**src/rtl/fence_seq.sv**
```systemverilog
// -----------------------------------------------------------------------------
// fence_seq
// Fence sequencer for the issue stage. Accepts one FENCE / FENCE.I at a time,
// waits for the integer and load/store pipes to drain and then, for FENCE.I,
// runs the D-cache writeback flush, the I-cache invalidate and a fetch
// redirect to pc + FENCEI_STEP before reporting completion to issue.
//
// Ports:
//   clk, rst_n            clock (rising edge), asynchronous active-low reset
//   pipe_flush            branch/trap flush, aborts the current request
//   req_valid/req_fencei/req_pc
//                         fence at head of issue, sampled on accept
//   req_done              one-cycle completion pulse to issue
//   busy                  high whenever the sequencer is not idle
//   drain_done            IP and LSP pipes are empty
//   dm_flush_req/resp     D-cache flush handshake (level req, pulse resp)
//   im_invalidate_req/resp
//                         I-cache invalidate handshake (level req, pulse resp)
//   if_pc_override        one-cycle fetch redirect strobe
//   if_new_pc             redirect target, valid with if_pc_override
// All outputs are registered; no input reaches an output combinationally.
// -----------------------------------------------------------------------------
module fence_seq #(
   parameter int XLEN        = 64,
   parameter int FENCEI_STEP = 4
) (
   input  logic            clk,
   input  logic            rst_n,
   input  logic            pipe_flush,
   input  logic            req_valid,
   input  logic            req_fencei,
   input  logic [XLEN-1:0] req_pc,
   output logic            req_done,
   output logic            busy,
   input  logic            drain_done,
   output logic            dm_flush_req,
   input  logic            dm_flush_resp,
   output logic            im_invalidate_req,
   input  logic            im_invalidate_resp,
   output logic            if_pc_override,
   output logic [XLEN-1:0] if_new_pc
);

   localparam logic [XLEN-1:0] STEP = XLEN'(FENCEI_STEP);

   typedef enum logic [2:0] {
      ST_IDLE   = 3'd0,
      ST_DRAIN  = 3'd1,
      ST_DFLUSH = 3'd2,
      ST_IINV   = 3'd3,
      ST_REDIR  = 3'd4,
      ST_DONE   = 3'd5
   } state_t;

   state_t          state_r;
   state_t          state_nxt_s;
   logic [XLEN-1:0] pc_r;
   logic            fencei_r;
   logic            abort_r;
   logic            abort_nxt_s;
   logic            accept_s;
   logic            dm_ack_s;
   logic            im_ack_s;

   logic            busy_r;
   logic            req_done_r;
   logic            dm_req_r;
   logic            im_req_r;
   logic            ovr_r;
   logic [XLEN-1:0] new_pc_r;

   logic            busy_nxt_s;
   logic            req_done_nxt_s;
   logic            dm_req_nxt_s;
   logic            im_req_nxt_s;
   logic            ovr_nxt_s;
   logic [XLEN-1:0] new_pc_nxt_s;

   // State, captured request and abort flag registers.
   always_ff @(posedge clk or negedge rst_n) begin
      if (!rst_n) begin
         state_r  <= ST_IDLE;
         pc_r     <= {XLEN{1'b0}};
         fencei_r <= 1'b0;
         abort_r  <= 1'b0;
      end else begin
         state_r <= state_nxt_s;
         abort_r <= abort_nxt_s;
         if (accept_s) begin
            pc_r     <= req_pc;
            fencei_r <= req_fencei;
         end else begin
            pc_r     <= pc_r;
            fencei_r <= fencei_r;
         end
      end
   end

   // Next-state and abort tracking.
   always_comb begin
      state_nxt_s = state_r;
      abort_nxt_s = abort_r;
      accept_s    = 1'b0;
      // A response only counts while its own request is asserted, so stray
      // pulses (or an early invalidate response during the flush) are dropped.
      dm_ack_s    = dm_flush_resp & dm_req_r;
      im_ack_s    = im_invalidate_resp & im_req_r;
      case (state_r)
         ST_IDLE: begin
            abort_nxt_s = 1'b0;
            if (req_valid && !pipe_flush) begin
               accept_s    = 1'b1;
               state_nxt_s = ST_DRAIN;
            end else begin
               state_nxt_s = ST_IDLE;
            end
         end
         ST_DRAIN: begin
            if (pipe_flush) begin
               state_nxt_s = ST_IDLE;
            end else if (drain_done) begin
               state_nxt_s = fencei_r ? ST_DFLUSH : ST_DONE;
            end else begin
               state_nxt_s = ST_DRAIN;
            end
         end
         ST_DFLUSH: begin
            // The flush is never cancelled; a flush only remembers the abort.
            if (pipe_flush) begin
               abort_nxt_s = 1'b1;
            end else begin
               abort_nxt_s = abort_r;
            end
            if (dm_ack_s) begin
               state_nxt_s = ST_IINV;
            end else begin
               state_nxt_s = ST_DFLUSH;
            end
         end
         ST_IINV: begin
            if (im_ack_s) begin
               // A flush arriving together with the response still aborts.
               if (abort_r || pipe_flush) begin
                  state_nxt_s = ST_IDLE;
                  abort_nxt_s = 1'b0;
               end else begin
                  state_nxt_s = ST_REDIR;
                  abort_nxt_s = 1'b0;
               end
            end else begin
               state_nxt_s = ST_IINV;
               abort_nxt_s = abort_r | pipe_flush;
            end
         end
         ST_REDIR: begin
            state_nxt_s = ST_DONE;
         end
         ST_DONE: begin
            state_nxt_s = ST_IDLE;
         end
         default: begin
            state_nxt_s = ST_IDLE;
            abort_nxt_s = 1'b0;
         end
      endcase
   end

   // Output decode from the next state so every output is a plain flop.
   always_comb begin
      busy_nxt_s     = (state_nxt_s != ST_IDLE);
      dm_req_nxt_s   = (state_nxt_s == ST_DFLUSH);
      im_req_nxt_s   = (state_nxt_s == ST_IINV);
      ovr_nxt_s      = (state_nxt_s == ST_REDIR);
      req_done_nxt_s = (state_nxt_s == ST_DONE);
      if (state_nxt_s == ST_REDIR) begin
         new_pc_nxt_s = pc_r + STEP;
      end else begin
         new_pc_nxt_s = new_pc_r;
      end
   end

   // Output registers.
   always_ff @(posedge clk or negedge rst_n) begin
      if (!rst_n) begin
         busy_r     <= 1'b0;
         req_done_r <= 1'b0;
         dm_req_r   <= 1'b0;
         im_req_r   <= 1'b0;
         ovr_r      <= 1'b0;
         new_pc_r   <= {XLEN{1'b0}};
      end else begin
         busy_r     <= busy_nxt_s;
         req_done_r <= req_done_nxt_s;
         dm_req_r   <= dm_req_nxt_s;
         im_req_r   <= im_req_nxt_s;
         ovr_r      <= ovr_nxt_s;
         new_pc_r   <= new_pc_nxt_s;
      end
   end

   assign busy              = busy_r;
   assign req_done          = req_done_r;
   assign dm_flush_req      = dm_req_r;
   assign im_invalidate_req = im_req_r;
   assign if_pc_override    = ovr_r;
   assign if_new_pc         = new_pc_r;

endmodule

```
**config.mk**
```make
export PLATFORM = sky130hd
export DESIGN_NAME = fence_seq
export DESIGN_NICKNAME = d
export VERILOG_FILES = /design/src/rtl/fence_seq.sv
export SDC_FILE = /design/constraint.sdc
export NUM_CORES = 1
export LEC_CHECK = 0
export CORE_ASPECT_RATIO = 0.5
export CORE_MARGIN = 1
export CORE_UTILIZATION = 55
export CTS_CLUSTER_SIZE = 20
export DETAILED_ROUTE_END_ITERATION = 12
export PLACE_DENSITY = 0.84
export SYNTH_ARGS = -nofsm -noshare
export SYNTH_HDL_FRONTEND = slang
export SYNTH_SLANG_ARGS = --single-unit
```
**constraint.sdc**
```tcl
create_clock -name clk -period 3.95 [get_ports clk]
set_input_delay 0.395 -clock clk [delete_from_list [all_inputs] [get_ports clk]]
set_output_delay 0.395 -clock clk [all_outputs]
set_load 0.02 [all_outputs]
```
==> results by group, run 1 <==
Run
  – Max Cap Viol: 0

Power and ir drop
  – Peak VDD IR: 377 µV
  – Comb pwr share: 0.270
  – Clock share of power: 0.294
  – P_sw: 1.96 mW
  – Lkg Pwr: 3.51 nW
  – Switching share of power: 0.339
  – Power share of the sequential group: 0.436
  – Cell internal pwr: 3.83 mW
  – Pwr dens: 661 mW/mm²

Placed design
  – IO buf count: 140
  – DPL Wire Length: 11,600 µm
  – DP Worst Slack: 1.03 ns
  – GPL Wtd Cong: 0.882
  – Placed insts: 901
  – Post-Place Cell Area: 0.00812 mm²

Logic synthesis
  – FFs w/ async S/R, synth: 1.00
  – Post-synthesis register bit count: 138
  – Synth Area in Adders: 0.00190
  – Most used DFF post-synth: dfrtp_1
  – Synth Area in Compound Gates: 0.0689
  – Cells after synthesis: 630
  – Synth Cell Area: 0.00660 mm²
  – Yosys warning total: 0
  – Ranking of synthesized cells by area: dfrtp_1 52%, mux2_2 11%, nand2_1 5.0%, o21ai_0 4.0%, nand4_1 3.2%
  – Mean Syn Cell Area: 10.5 µm²
  – Mux cell area share after synthesis: 0.117
  – Post-synth EDFFs: 0
  – Library cells used by synthesis: 46
  – Largest family of logic cells by synthesized area: simple AND/OR/NAND/NOR gates
  – Top cell type by total area after synthesis: dfrtp_1
  – Share of the synthesized area in the top cell type: 0.524
  – Xor/xnor cell area share of the yosys netlist: 0.0558
  – Synth Area in Simple Gates: 0.206
  – Seq/Total Area, Yosys: 0.524
  – Synthesized net count: 703

Clock tree
  – H-tree Lvls: 4
  – Clk_lat worst skew: 0.42 ns
  – CTS tree: done
  – TritonCTS Buffers: 17
  – CTS Buffer Depth: 2
  – Cts repair resizes: 0
  – Worst-path clk slew: 0.06 ns
  – Root buffer cell: clkbuf_16
  – CTS Sinks: 138

Detailed routing
  – Vias: 5,576
  – First DRT Iteration DRCs: 367
  – Routed wire per std cell: 18.4 µm
  – Detailed-router iteration count before antenna repair: 6
  – DR DRC count: 0
  – ANT nets after route: 0
  – Vias per cell: 5.97
  – Routed WL: 17,200 µm

Timing
  – Final WS setup: 0.910 ns
  – Final worst path period share: 0.770
  – Clk_skew: 0.0130 ns
  – Fin. max-slew vios: 0
  – Least-Margin Pin Slew: 1.32 ns
  – F_max: 0.329 GHz
  – Crit path time final: 3.04 ns
  – RSZ-0062 raised after global routing: false
  – Sum Neg Setup Slack: 0 ns
  – Final count of hold timing violations: 0
  – Setup violators final: 0
  – Max-slew headroom: 0.111

Final layout
  – Area occupied by multi-input gates: 0.00297 mm²
  – Non-Filler Instances: 934
  – Storage cell area: 0.00345 mm²
  – N_diodes: 0
  – # nets final: 835
  – Area Growth Syn to Fin: 32.7%
  – Commonest non-fill, non-tap cell in the layout: clkdlybuf4s50_1
  – Fill cells: 759
  – Final instance area: 0.00875 mm²
  – Most frequent cells in the layout: 139 x clkdlybuf4s50_1, 138 x dfrtp_1, 86 x nand2_1
  – Share of post-route cells with drive strength above 1: 0.148

Die
  – Die area: 0.0125 mm²
  – I/O pin count: 141
  – Core Footprint: 0.0113 mm²
  – Effective utilization at floorplan: 0.583
  – Die W: 157 µm
  – Die height: 79.4 µm
  – Cell Rows: 27

Global routing
  – GR Util All Layers: 0.289
  – Total gr overflow: 0
  – Largest net degree at the start of global routing: 56
  – First-pass GRT wire length: 27,300 µm
  – Antenna violations before repair: 0
  – Vias in the first global route: 5,397

Outcome
  – Outcome: finished, final reports clean

Setup path
  – CP max-delay cell: or4_1
  – CP Cell Sequence: nand4_1, or3_1, or4_1, or4_1, a31oi_1
  – Top fanout value on the critical path: 18
  – CP Launch Type: register
  – Critical Path RT: 4.27 ns
  – Crit path capture type: register
  – Crit path kind: register to register
  – Largest stage delay on the critical path: 0.88 ns
  – Arrival @ worst endpoint: 3.37 ns
  – Cell mode on critical path: or4_1

Worst hold path
  – Hold Path Class: register to register
-- power groups by stage --
stage	combinational (mW)	sequential [mW]	clock [mW]
4_1_cts	1.58	2.50	1.70
5_1_grt	1.71	2.58	1.77
3_3_place_gp	1.48	2.47	0
2_1_floorplan	0.967	2.43	0
3_5_place_dp	1.55	2.50	0
6_report	1.57	2.52	1.70
-- worst paths after layout --
check	to	slack, ns	start	cells after the start
setup / recovery	if_new_pc[61]	0.91	pc_r[9]	5
hold / removal	if_new_pc[0]	0.47	pc_r[0]	2
setup reg to reg	if_new_pc[61]	0.91	pc_r[9]	5
hold reg to reg	if_new_pc[0]	0.47	pc_r[0]	2
max in group asynchronous	pc_r[6]	2.49	rst_n	3
min in group asynchronous	dm_flush_req	0.50	rst_n	2
-- layer usage --
| layer | up-vias | share of wire | global-route usage |
|---|---|---|---|
| met3 | 44 | 0.068 | 0.0613 |
| met2 | 241 | 0.49 | 0.502 |
| met4 | 0 | 0.018 | 0.0971 |
| met1 | 2742 | 0.42 | 0.363 |
| met5 | - | 0 | 0 |
| li1 | 2549 | - | - |
-- layout make-up --
type                       count  area share
clock buffer                  21      0.0526
tap                          159      0.0227
timing repair buffer         150       0.169
multi-input combinational    449       0.339
clock inverter                11      0.0193
inverter                       6     0.00257
sequential                   138       0.394
-- Yosys cell counts, types with 3 or more instances --
cell type  instances
a31oi_1           12
and2_1             5
and3_1            12
and4_1             8
clkbuf_1          31
dfrtp_1          138
inv_1              5
mux2_2            67
nand2_1           87
nand3_1           23
nand4_1           34
nor2_1            23
nor3_1            11
nor3b_1            4
nor4_1            17
o21ai_0           53
o31ai_1            3
or2_2              3
or3_1             12
or4_1              8
xnor2_1           18
xor2_1            24
-- worst max-delay path: cells and delay by family (launching register included) --
| kind | cells | cell delay [ns] |
|---|---|---|
| AO/OA/AOI/OAI | 1 | 0.19 |
| flip-flops | 1 | 0.55 |
| AND/OR/NAND/NOR | 4 | 2.20 |
-- logic make-up (layout without fill, tap and decap cells) --
family                   count (synthesis)  in the layout
multiplexers                            69             69
flip-flops                             138            138
XOR/XNOR                                42             42
buffers and inverters                   43            188
AND/OR/NAND/NOR                        257            257
AO/OA/AOI/OAI                           80             80
adder cells (fa/ha/maj)                  1              1
-- through the flow --
| step | hold WS, ns | utilization | power [mW] |
|---|---|---|---|
| floorplan | 0.0994 | - | 3.40 |
| global placement | 0.376 | 0.717 | 3.96 |
| detailed placement | 0.379 | 0.717 | 4.05 |
| CTS | 0.472 | 0.774 | 5.78 |
| global route | 0.493 | 0.774 | 6.07 |
| finish | 0.471 | 0.774 | 5.79 |
-- registers in the layout, summed over array words and instances, names as in the netlist --
signal / count
fencei_r: 1
busy: 1
if_new_pc: 64
im_invalidate_req: 1
dm_flush_req: 1
state_r: 3
pc_r: 64
abort_r: 1
req_done: 1
if_pc_override: 1
-- timing repair --
item	4_1_cts	5_1_grt
hold buffers	1	0
setup buffers	0	0
hold endpoints to repair	53	0
Note: power is estimated with default switching activity, not from simulation.
==> run 2: changes to the inputs <==
CORE_UTILIZATION = 51   (was 55)
PLACE_DENSITY = 0.79   (was 0.84)
clock period = 3.03 ns   (was 3.95 ns; I/O delays follow)
==> results by group, run 2 (same netlist as run 1, synthesis figures left out) <==
Outcome
  – Outcome: finished, final reports clean

Die
  – Cell Rows: 28
  – I/O pin count: 141
  – Die W: 163 µm
  – Die area: 0.0134 mm²
  – Core Footprint: 0.0122 mm²
  – Effective utilization at floorplan: 0.541
  – Die height: 82.4 µm

Timing
  – Hold slack final: 0.457 ns
  – Least-Margin Pin Slew: 0.736 ns
  – F_max: 0.353 GHz
  – RSZ-0062 raised after global routing: false
  – Sum Neg Setup Slack: 0 ns
  – Final worst path period share: 0.934
  – Crit path time final: 2.83 ns
  – Setup violators final: 0
  – Final count of hold timing violations: 0
  – Fin. max-slew vios: 0
  – Max-slew headroom: 0.509
  – Clk_skew: 0.00762 ns

Placed design
  – Post-Place Cell Area: 0.00819 mm²
  – GPL Wtd Cong: 0.844
  – IO buf count: 140
  – DPL Wire Length: 11,400 µm

Global routing
  – Antenna violations before repair: 0
  – First-pass GRT wire length: 26,400 µm
  – GR Util All Layers: 0.258
  – Total gr overflow: 0
  – Largest net degree at the start of global routing: 80
  – Vias in the first global route: 5,216

Power and ir drop
  – Peak VDD IR: 412 µV
  – Lkg Pwr: 3.52 nW
  – Total power: 7.40 mW
  – Pwr dens: 841 mW/mm²

Setup path
  – Arrival @ worst endpoint: 3.15 ns
  – Crit path from: pc_r[9]
  – Reg2reg start: pc_r[9]
  – Top fanout value on the critical path: 18
  – Critical Path End: if_new_pc[61]
  – Reg2Reg Capture Point: if_new_pc[61]
  – Worst reg2reg path depth: 5
  – Critical Path RT: 3.35 ns
  – Crit path capture type: register
  – Crit path kind: register to register
  – Flop-to-flop setup slack: 0.20 ns
  – CP Launch Type: register

Final layout
  – Final instance area: 0.00880 mm²
  – Most frequent cells in the layout: 139 x clkdlybuf4s50_1, 138 x dfrtp_1, 86 x nand2_1
  – Area Growth Syn to Fin: 33.4%
  – # nets final: 841
  – Fill cells: 888
  – Commonest non-fill, non-tap cell in the layout: clkdlybuf4s50_1
  – Share of post-route cells with drive strength above 1: 0.155
  – N_diodes: 0

Detailed routing
  – Vias: 5,443
  – First DRT Iteration DRCs: 436
  – Vias per cell: 5.76
  – ANT nets after route: 0
  – Routed WL: 16,300 µm
  – Routed wire per std cell: 17.3 µm
  – Detailed-router iteration count before antenna repair: 7
  – DR DRC count: 0

Clock tree
  – Worst-path clk slew: 0.06 ns
  – CTS Sinks: 138
  – CTS tree: done
  – TritonCTS Buffers: 17
  – H-tree Lvls: 4
  – Root buffer cell: clkbuf_16
  – Clk_lat worst skew: 0.42 ns
  – CTS Buffer Depth: 2

Worst hold path
  – Hold Path Class: register to register

Run
  – Max Cap Viol: 0
==> run 2: worst max-delay path, stage by stage, from the launching register on <==
cell	delay (ns)
dfrtp_1	0.54
nand4_1	0.23
or3_1	0.42
or4_1	0.83
or4_1	0.52
a31oi_1	0.19
==> run 2: worst min path at each step <==
stage          slack [ns]    start            to  cells past startpoint
3_3_place_gp         0.39    rst_n          busy                      1
3_5_place_dp         0.39    rst_n          busy                      1
5_1_grt              0.50  pc_r[0]  if_new_pc[0]                      2
6_report             0.46  pc_r[0]  if_new_pc[0]                      2
2_1_floorplan       0.007    rst_n       abort_r                      0
4_1_cts              0.46  pc_r[0]  if_new_pc[0]                      2
==> run 2: final cells by class <==
class	count	area, µm²	share of cell area
flip-flops and latches	138	3450	0.393
multi-input cells	449	2970	0.338
repair buffers	156	1550	0.176
clock buffers	19	443	0.0504
well taps	165	206	0.0235
clock inverters	12	150	0.0171
inverters	6	22.5	0.00256
==> run 2: per-stage QoR <==
stage          cells   util  setup WS, ns
2_1_floorplan    630      -         0.732
3_3_place_gp     913  0.672         0.392
3_5_place_dp     913  0.672         0.285
4_1_cts          945  0.721         0.227
5_1_grt          945  0.721        0.0817
6_report         945  0.721         0.201
==> run 2: layer usage <==
| layer | wire length (µm) | GRT usage |
|---|---|---|
| met5 | 0 | 0 |
| met4 | 306 | 0.0963 |
| met3 | 1010 | 0.0544 |
| met2 | 7710 | 0.417 |
| met1 | 7310 | 0.347 |
==> run 2: what timing repair did <==
action,in CTS,in global routing
hold buffers,1,0
setup buffers,0,0
hold endpoints to repair,78,0
resized for setup,0,0
==> run 2: report_power, final <==
group	total, mW	switching, mW	internal, mW
clock	2.10	0.797	1.31
combinational	2.03	0.900	1.13
sequential	3.27	0.817	2.45
